$ cat src/rtl/core_sequencer.sv
// Multi-cycle control FSM: owns the PC, walks FETCH/DECODE/EXEC/MEM/WRITE, counts retirements.
// Minimum 5 cycles/instruction; FETCH, EXEC and MEM stretch until their handshake completes.
module core_sequencer #(
    parameter logic [31:0] RESET_PC = 32'h0000_0000,
    parameter logic [31:0] PC_STEP  = 32'd4
) (
    input  logic        clk,
    input  logic        rst,
    output logic [2:0]  state,
    output logic [31:0] pc,
    output logic        fetch_req,
    input  logic        fetch_ready,
    input  logic        exec_multi,
    input  logic        exec_done,
    input  logic        mem_read_enabled,
    input  logic        mem_write_enabled,
    output logic        mem_req,
    input  logic        mem_done,
    input  logic        is_jump_enabled,
    input  logic [31:0] jump_dest,
    input  logic        halt_req,
    output logic        commit,
    output logic        trap_misaligned,
    output logic [31:0] retired
);

    typedef enum logic [2:0] {
        S_FETCH  = 3'd0,
        S_DECODE = 3'd1,
        S_EXEC   = 3'd2,
        S_MEM    = 3'd3,
        S_WRITE  = 3'd4,
        S_HALT   = 3'd5
    } state_e;

    state_e      state_q, state_d;
    logic [31:0] pc_q, pc_d;
    logic [31:0] retired_q, retired_d;
    logic        trap_q, trap_d;

    logic        mem_access;
    logic        jump_misaligned;
    logic [31:0] pc_next;

    // A combined read+write is a single data-memory request.
    assign mem_access      = mem_read_enabled | mem_write_enabled;
    assign jump_misaligned = is_jump_enabled && (jump_dest[1:0] != 2'b00);
    assign pc_next         = is_jump_enabled ? jump_dest : (pc_q + PC_STEP);

    always_ff @(posedge clk) begin
        if (rst) begin
            state_q   <= S_FETCH;
            pc_q      <= RESET_PC;
            retired_q <= 32'd0;
            trap_q    <= 1'b0;
        end else begin
            state_q   <= state_d;
            pc_q      <= pc_d;
            retired_q <= retired_d;
            trap_q    <= trap_d;
        end
    end

    always_comb begin
        state_d   = state_q;
        pc_d      = pc_q;
        retired_d = retired_q;
        trap_d    = trap_q;
        case (state_q)
            S_FETCH: begin
                if (fetch_ready) state_d = S_DECODE;
            end
            S_DECODE: begin
                state_d = S_EXEC;
            end
            S_EXEC: begin
                if (!exec_multi || exec_done) state_d = S_MEM;
            end
            S_MEM: begin
                if (!mem_access || mem_done) state_d = S_WRITE;
            end
            S_WRITE: begin
                // A trapping jump still retires but leaves the PC on the offending instruction.
                retired_d = retired_q + 32'd1;
                if (jump_misaligned) begin
                    trap_d  = 1'b1;
                    state_d = S_HALT;
                end else begin
                    pc_d    = pc_next;
                    state_d = halt_req ? S_HALT : S_FETCH;
                end
            end
            S_HALT: begin
                state_d = S_HALT;
            end
            default: begin
                state_d = S_HALT;
            end
        endcase
    end

    assign state           = state_q;
    assign pc              = pc_q;
    assign retired         = retired_q;
    assign trap_misaligned = trap_q;
    assign fetch_req       = (state_q == S_FETCH);
    assign mem_req         = (state_q == S_MEM) && mem_access;
    assign commit          = (state_q == S_WRITE);

endmodule
$ cat config.mk
export PLATFORM = sky130hd
export DESIGN_NAME = core_sequencer
export DESIGN_NICKNAME = d
export VERILOG_FILES = /design/src/rtl/core_sequencer.sv
export SDC_FILE = /design/constraint.sdc
export NUM_CORES = 1
export LEC_CHECK = 0
export BUFFER_PORTS_ARGS = -buffer_cell sky130_fd_sc_hd__buf_2
export CELL_PAD_IN_SITES_DETAIL_PLACEMENT = 1
export CELL_PAD_IN_SITES_GLOBAL_PLACEMENT = 2
export CORE_UTILIZATION = 30
export CTS_BUF_LIST = sky130_fd_sc_hd__clkbuf_4 sky130_fd_sc_hd__clkbuf_8
export DETAILED_ROUTE_END_ITERATION = 10
export PLACE_DENSITY_LB_ADDON = 0.1
export RECOVER_POWER = 50
export SYNTH_ARGS = -nofsm -noshare
export SYNTH_HDL_FRONTEND = slang
export SYNTH_SLANG_ARGS = --single-unit
$ cat constraint.sdc
create_clock -name clk -period 2.3 [get_ports clk]
set_input_delay 0.46 -clock clk [delete_from_list [all_inputs] [get_ports clk]]
set_output_delay 0.46 -clock clk [all_outputs]
set_load 0.01 [all_outputs]
==> impl_metrics.json <==
{
  "syn_area_um2": 3740,
  "crit_fanout": 7,
  "clk_pin_slew_worst_paths_ps": 80,
  "maxCapViolCount": 0,
  "post-route-min-period_ps": 2070,
  "cts_tree": "yes",
  "io_pins": 113,
  "worstHoldPathType": "input pin to flop",
  "grt_setup_unrepaired": "no",
  "mostFrequentLayoutCell": "dfxtp_1",
  "cp_data_arrival_time_ps": 2300,
  "cts_resized": 0,
  "end_kind": "flop",
  "finalSetupTns_ps": 0,
  "post-cts-setup-buffer-count": 0,
  "root_buffer": "clkbuf_8",
  "yosys.cell_types.count": 55,
  "clk_latency_ps": 370,
  "grt_max_degree": 44,
  "numCtsBuffers": 9,
  "maxSlewViolCount": 0,
  "tightest_slew_ps": 625,
  "critical_path_class": "flop to flop",
  "coreArea_um2": 12100,
  "wl_met1_um": 6750,
  "synth_seq_cells": 68,
  "cp.required_ps": 2530,
  "grt_use_total": 0.216,
  "synthArstFlopShare": 0,
  "gr-total-overflow": 0,
  "power.density_nw_per_um2": 521,
  "die_w_um": 114,
  "nets": 636,
  "holdWs_ps": 365,
  "antenna_found_initial": 0,
  "clock_skew_ps": 9.22,
  "routed_wirelength_um": 13200,
  "areaGrowthSynthToFinish_pct": 23.8,
  "die_area_um2": 12900,
  "finalCritPeriodShare": 0.900,
  "synth_edf_count": 0,
  "cts_sinks": 68,
  "relSlewSlack": 0.584,
  "wl_met3_um": 614,
  "final_util": 0.383,
  "grt_first_pass_wirelength_um": 21800,
  "vias": 4039,
  "ys_warn_count": 0,
  "ctsHoldBuffers": 0,
  "rows": 40,
  "top_layer_used": "met4",
  "drc": 0,
  "cts_buffer_depth": 2,
  "die_y_um": 114,
  "layout_common_cells": "68 x dfxtp_1, 64 x clkbuf_1, 63 x nor2_1, 53 x buf_2, 42 x nand2_1",
  "avgRoutedWirePerCell_um": 17.3,
  "nFillCells": 1579,
  "wl_met2_um": 5500,
  "h-tree-depth": 3,
  "status": "complete, no violations",
  "synthesis.nets": 522,
  "start_util": 0.309,
  "numPortBuffers": 112,
  "hold_viol": 0,
  "synthFlopType": "dfxtp_1",
  "viasPerCell": 5.29,
  "p_leak_nw": 1.60,
  "drive_above_1_share": 0.160,
  "globalplace.congestion": 0.798,
  "ys_seq_area_frac": 0.364,
  "grt_pass1_vias": 4118,
  "antenna_left": 0,
  "syn_area_per_cell_um2": 7.83,
  "hpwl_um": 9620,
  "drt_iter0_markers": 214,
  "first_pass_iters": 4,
  "finalSetupViolCount": 0,
  "cp-start-kind": "flop",
  "synthCells": 478,
  "peakVddDrop_mv": 0.206,
  "clock.fmax_ghz": 0.483
}
[Yosys cell counts (4+ instances only)]
master    instances  area [µm²]
nand2_1          42         158
dfxtp_1          68        1360
nor3_1           18        90.1
xnor2_1          20         175
o21ai_0          27         135
nor2_1           63         236
or3_1             6        37.5
nor4_1            6        37.5
mux2i_1           5        50.1
buf_2             6        30.0
nand2b_1          4        25.0
xor2_1            8        70.1
a31oi_1           6        37.5
a211oi_1          7        52.6
a21oi_1          24         120
nand3_1          30         150
nand4_1          22         138
and3_1           14        87.6
o22ai_1           6        37.5
nand3b_1          4        30.0
clkbuf_1         20        75.1
nor4_2            7        87.6
inv_1             9        33.8
a22oi_1           6        45.0
and4_1            7        61.3
and2_1            7        43.8
[where the power goes]
group	internal (W)	switching (W)
clock	0.000509	0.000493
sequential	0.00119	0.0000217
combinational	0.0000826	0.000119
[kinds of logic (layout without fill, tap and decap cells)]
kind of cell / Yosys count / after routing / share of synthesized area
and+or+nand+nor: 240 / 240 / 0.345
AOI/OAI and AO/OA: 98 / 98 / 0.164
DFF: 68 / 68 / 0.364
buffers and inverters: 37 / 153 / 0.0411
xor gates and xnor gates: 28 / 28 / 0.0655
muxes: 5 / 5 / 0.0134
adders and majority gates: 2 / 2 / 0.00668
other: 0 / 1 / 0
[final timing paths]
kind                                     from     end  slack (ps)  cells past startpoint
worst max register to register         pc[10]  pc[27]         230                      5
worst min-delay path            jump_dest[19]  pc[19]         370                      3
worst min register to register          pc[1]   pc[1]         470                      1
worst max-delay path                   pc[10]  pc[27]         230                      5
[per-stage QoR]
| stage | instance area [µm²] | instances | setup slack [ps] | power, W |
|---|---|---|---|---|
| global placement | 4550 | 749 | 340 | 0.00144 |
| detailed placement | 4550 | 749 | 285 | 0.00145 |
| floorplan | 3740 | 478 | 363 | 0.00134 |
| finish | 4630 | 763 | 230 | 0.00241 |
| global route | 4630 | 762 | 18.8 | 0.00252 |
| CTS | 4720 | 762 | 228 | 0.00245 |
[flip-flops by register name, summed over array words and instances, names as in the netlist]
signal	flops
retired	32
pc	32
state	3
trap_misaligned	1
[metal layers]
metal  vias to the layer above  GRT usage
met5                         -          0
met2                       107      0.317
met1                      1941      0.307
met4                         0      0.104
li1                       1971          -
met3                        20     0.0335
[critical path, cell delays in order (launching register included)]
cell,delay (ps)
dfxtp_1,420
nand4_1,370
nor2_1,400
nand2_1,130
nor4_1,440
o221ai_1,160
[final cells by class]
| type | count | area [µm²] | area share |
|---|---|---|---|
| Clock buffer | 10 | 138 | 0.0297 |
| Multi-Input combinational cell | 373 | 2230 | 0.481 |
| Clock inverter | 3 | 40.0 | 0.00864 |
| Antenna cell | 1 | 2.50 | 0.000540 |
| Inverter | 10 | 37.5 | 0.00810 |
| Tap cell | 168 | 210 | 0.0454 |
| Timing Repair Buffer | 130 | 616 | 0.133 |
| Sequential cell | 68 | 1360 | 0.294 |
Note: power is estimated with default switching activity, not from simulation.
